===== src/rtl/div_mod_36_18_seq.sv =====
// Sequential radix-2 restoring divider: p = a*b + c with c < b.
// Inverse of the 18-bit multiply-add datapath. It uses a start/busy/done
// handshake, and all state is gated by ce.
module div_mod_36_18_seq #(
    parameter int WIDTH = 18
) (
    input  logic               clk,
    input  logic               rst_n,
    input  logic               ce,
    input  logic               start,
    input  logic [2*WIDTH-1:0] p,
    input  logic [WIDTH-1:0]   b,
    output logic               busy,
    output logic               done,
    output logic [WIDTH-1:0]   a,
    output logic [WIDTH-1:0]   c,
    output logic               dz,
    output logic               ovf
);
    localparam int CW = $clog2(WIDTH + 1);

    typedef enum logic {IDLE, RUN} state_t;

    state_t           state;
    state_t           state_next;
    logic [CW-1:0]    cnt;
    // The partial remainder stays below b, so its top bit is always zero
    // and only the low WIDTH bits are stored.
    logic [WIDTH-1:0] r;
    logic [WIDTH-1:0] q;
    logic [WIDTH-1:0] b_reg;
    // An error result (divide-by-zero or overflow) is reported one enabled
    // edge after acceptance without entering RUN.
    logic             pend;
    logic             pend_dz;

    logic             accept;
    logic             b_zero;
    logic             too_big;
    logic             last_iter;
    logic             t_ge;
    logic [WIDTH:0]   t;
    logic [WIDTH-1:0] t_sub;
    logic [WIDTH-1:0] r_next;
    logic [WIDTH-1:0] q_next;

    assign busy = (state == RUN);

    // Next-state logic plus the single restoring iteration step
    always_comb begin
        state_next = state;
        accept     = 1'b0;
        last_iter  = 1'b0;
        b_zero     = (b == '0);
        too_big    = (p[2*WIDTH-1:WIDTH] >= b);
        t          = {r, q[WIDTH-1]};
        t_ge       = (t >= {1'b0, b_reg});
        t_sub      = t[WIDTH-1:0] - b_reg;
        r_next     = t_ge ? t_sub : t[WIDTH-1:0];
        q_next     = {q[WIDTH-2:0], t_ge};
        case (state)
            IDLE: begin
                if (start && !pend) begin
                    accept = 1'b1;
                    if (!b_zero && !too_big) begin
                        state_next = RUN;
                    end
                end
            end
            RUN: begin
                if (cnt == CW'(WIDTH - 1)) begin
                    last_iter  = 1'b1;
                    state_next = IDLE;
                end
            end
            default: state_next = IDLE;
        endcase
    end

    // State register, frozen while ce is low
    always_ff @(posedge clk or negedge rst_n) begin
        if (!rst_n) begin
            state <= IDLE;
        end else if (ce) begin
            state <= state_next;
        end
    end

    // Operand capture, iteration datapath and registered results
    always_ff @(posedge clk or negedge rst_n) begin
        if (!rst_n) begin
            cnt     <= '0;
            r       <= '0;
            q       <= '0;
            b_reg   <= '0;
            pend    <= 1'b0;
            pend_dz <= 1'b0;
            done    <= 1'b0;
            a       <= '0;
            c       <= '0;
            dz      <= 1'b0;
            ovf     <= 1'b0;
        end else if (ce) begin
            done <= 1'b0;
            if (accept) begin
                r       <= p[2*WIDTH-1:WIDTH];
                q       <= p[WIDTH-1:0];
                b_reg   <= b;
                cnt     <= '0;
                pend    <= b_zero || too_big;
                pend_dz <= b_zero;
            end else if (pend) begin
                pend <= 1'b0;
                done <= 1'b1;
                a    <= '1;
                c    <= pend_dz ? q : '0;
                dz   <= pend_dz;
                ovf  <= !pend_dz;
            end else if (state == RUN) begin
                r   <= r_next;
                q   <= q_next;
                cnt <= cnt + 1'b1;
                if (last_iter) begin
                    cnt  <= '0;
                    a    <= q_next;
                    c    <= r_next;
                    dz   <= 1'b0;
                    ovf  <= 1'b0;
                    done <= 1'b1;
                end
            end
        end
    end
endmodule


===== config.mk =====
export PLATFORM = sky130hd
export DESIGN_NAME = div_mod_36_18_seq
export DESIGN_NICKNAME = d
export VERILOG_FILES = /design/src/rtl/div_mod_36_18_seq.sv
export SDC_FILE = /design/constraint.sdc
export NUM_CORES = 1
export LEC_CHECK = 0
export CORE_UTILIZATION = 35
export CTS_CLUSTER_DIAMETER = 200
export CTS_CLUSTER_SIZE = 8
export DETAILED_ROUTE_END_ITERATION = 6
export SETUP_SLACK_MARGIN = 0.4
export SLEW_MARGIN = 20
export SYNTH_ARGS = -nofsm -noshare
export SYNTH_HDL_FRONTEND = slang
export SYNTH_SLANG_ARGS = --single-unit

===== constraint.sdc =====
create_clock -name clk -period 2.4 [get_ports clk]
set_input_delay 0.72 -clock clk [delete_from_list [all_inputs] [get_ports clk]]
set_output_delay 0.72 -clock clk [all_outputs]
set_load 0.005 [all_outputs]

==> results.cfg <==
[power_and_ir_drop]
totalPowerFinal_mw = 15.07
cellPowerDensity_mw_per_mm2 = 1560
ir_drop_mv = 0.6298
cellLeakagePower_nw = 4.231

[outcome]
result_of_the_run = finished with violations
failed_checks = DRC, setup timing

[clocking]
clockRootBuffer = sky130_fd_sc_hd__clkbuf_16
insertion_delay_ns = 0.37
cts.path.max_buffers = 2
cts_inserted_buffers = 9
cts_tree = built
cts.htree.levels = 3
clk_transition_reported_paths_ns = 0.08
numClockSinks = 101

[run]
drv_cap = 0

[routing]
num_vias = 6301
routed_wirelength_um = 22360
drt_pass1_iterations = 7
routed_via_density = 5.455
dr.first_iter.drc_count = 485
wire_per_inst_um = 19.36
ant_nets = 0
detail_route.drc_violations = 2

[setup_path]
cp_data_required_time_ns = 2.69
r2r.worst_path.cells = 10
cp_max_fo = 5
crit_path_end_kind = register
setup.reg_to_reg.worst_slack_ns = -0.13
crit_type = reg -> reg
timing.rr.start = b_reg[1]
critical_path_data_arrival_time_ns = 2.82
start_kind = register
r2r-end = r[8]

[layout]
final_core_util_pct = 58.04
fin_area_mm2 = 0.009659
n_antenna_cell = 0
drive_gt1_share_pct = 35.72
final_nets = 1027
instances_no_fill = 1155
commonest_non_fill_non_tap_cells_in_the_layout = 150 x sky130_fd_sc_hd__buf_4, 100 x sky130_fd_sc_hd__dfrtp_1, 86 x sky130_fd_sc_hd__nand2_1
fill_cell_total_of_the_finished_layout = 1407
syn_to_layout_area_delta_pct = 61.17
leading_cell_type_in_the_layout_fill_and_taps_excluded = sky130_fd_sc_hd__buf_4

[synthesis]
synth.net_count = 781
ys_seq_elements = 101
synth-main-ff-cell = sky130_fd_sc_hd__dfrtp_1
async_flop_share_pct = 100.0
yosys_warnings = 0
synthDistinctLibCells = 64
syn-instance-count = 684
syn-cell-area_mm2 = 0.005993
synthesis.area_per_instance_um2 = 8.762
synth-edff-count = 0
synth-seq-area-share_pct = 42.17

[place]
dp.final_hpwl_um = 15930
io_buf_count = 97
place.gp.congestion = 0.9423
placement.setup.worst_slack_ns = -0.5352
placedInstanceArea_mm2 = 0.008349
numPlacedInstances = 1115

[timing]
hold_violations = 0
final_clock_period_utilization_by_the_worst_path_pct = 105.4
slew_headroom_pct = 69.57
period_needed_ns = 2.530
grt_setup_unrepaired = true
finalWorstSetupSlack_ns = -0.1303
timing.clock.skew_ns = 0.01285
actual_transition_at_the_worst_max_transition_pin_ns = 0.4565
final-max-slew-violation-count = 0
fmax_ghz = 0.3952
timing.final.setup_violations = 31

[global_route]
pin_count_of_the_biggest_net_entering_global_routing = 32
first_global_vias = 6504
grt_antenna_before_repair = 0
grt-busiest-layer = met2
grt_util_met1_pct = 34.42
globalRouteOverflowTotal = 0
grt_use_met2_pct = 43.14
grt_first_pass_wirelength_um = 35320
grtUsageTotal_pct = 26.03
met3_track_utilization_from_global_routing_pct = 4.291

[floorplan]
chipHeight_um = 132.9
die_w_um = 132.9
rows = 47
fp.dieArea_mm2 = 0.01765
initial_utilization_pct = 36.01
core_area_mm2 = 0.01664
io_pins = 98

[hold_path]
worst_hold_class = in -> async
## metal layers
metal | share of wire, % | wire length (um) | vias up
li1 | - | - | 2976
met1 | 43 | 9719 | 3075
met2 | 48 | 10820 | 210
met3 | 5.8 | 1292 | 40
met4 | 2.3 | 524 | 0
met5 | 0 | 0 | -
## kinds of logic after synthesis
group                    Yosys count  share of synthesized area, %
AND/OR/NAND/NOR                  216                         16.64
flip-flops                       101                         42.17
buffers and inverters             79                         5.449
multiplexers                       2                        0.3340
AO/OA/AOI/OAI                    241                         26.26
XOR/XNOR                           6                        0.8768
adder cells (fa/ha/maj)           39                         8.267
## cell usage after synthesis, types with 7 or more instances
cell type                  instances  area [um2]
sky130_fd_sc_hd__a211oi_1          7       52.55
sky130_fd_sc_hd__a21o_1           10       75.07
sky130_fd_sc_hd__a21oi_1          45       225.2
sky130_fd_sc_hd__a22oi_1          17       127.6
sky130_fd_sc_hd__a31oi_1          23       143.9
sky130_fd_sc_hd__and3_1           12       75.07
sky130_fd_sc_hd__clkbuf_1         25       93.84
sky130_fd_sc_hd__dfrtp_1         101        2527
sky130_fd_sc_hd__ha_1             38       475.5
sky130_fd_sc_hd__inv_1            42       157.7
sky130_fd_sc_hd__nand2_1          90       337.8
sky130_fd_sc_hd__nand3_1          12       60.06
sky130_fd_sc_hd__nand4_1           7       43.79
sky130_fd_sc_hd__nor2_1           44       165.2
sky130_fd_sc_hd__nor3_1           14       70.07
sky130_fd_sc_hd__o21ai_0          63       315.3
sky130_fd_sc_hd__o22a_1           19       166.4
sky130_fd_sc_hd__or3_1            10       62.56
## worst max-delay path by stage
stage / startpoint / to / slack, ns / depth (start not counted)
after floorplan: r[5] / r[5] / 0.09 / 9
after global placement: b[13] / busy / -0.47 / 8
after detailed placement: b[14] / busy / -0.54 / 8
after CTS: b_reg[6] / r[15] / -0.08 / 9
after global routing: b_reg[1] / r[7] / -0.20 / 11
final: b_reg[1] / r[8] / -0.13 / 10
## worst max-delay path, cell delays in order (launching register included)
cell                       delay [ns]
sky130_fd_sc_hd__dfrtp_1         0.39
sky130_fd_sc_hd__inv_2           0.10
sky130_fd_sc_hd__ha_4            0.20
sky130_fd_sc_hd__nor2b_4         0.12
sky130_fd_sc_hd__o31a_1          0.32
sky130_fd_sc_hd__o21a_4          0.24
sky130_fd_sc_hd__o211ai_4        0.30
sky130_fd_sc_hd__buf_6           0.19
sky130_fd_sc_hd__a21oi_2         0.08
sky130_fd_sc_hd__or3_4           0.38
sky130_fd_sc_hd__a21oi_2         0.13
## layout make-up
cell class,instances,area (um2),share of cell area [%]
clock buffers,12,256.5,2.655
clock inverters,4,77.57,0.8031
inverters,42,160.2,1.658
multi-input cells,505,3968,41.08
flip-flops and latches,101,2529,26.18
well taps,220,275.3,2.850
repair buffers,271,2394,24.78
## stage by stage
stage / hold slack, ns / TNS (ns)
final: 0.2839 / -1.674
after global routing: 0.3129 / -4.706
after CTS: 0.3014 / -0.7317
after detailed placement: 0.4772 / -5.918
after global placement: 0.4683 / -4.265
after floorplan: 0.4244 / 0
## power by group
part           total, mW  internal (mW)  switching (mW)  leakage (nW)
registers           3.04           2.46           0.580          1.15
logic               10.4           5.35            5.01          2.92
clock network       1.66          0.978           0.686         0.163
total               15.1           8.79            6.27          4.23
## what timing repair did
action	4_1_cts	5_1_grt
cloned	3	0
setup buffers	14	7
hold buffers	0	0
pin swaps	68	33
setup endpoints to repair	44	59
resized for setup	207	45
Note: power is estimated with default switching activity, not from simulation.
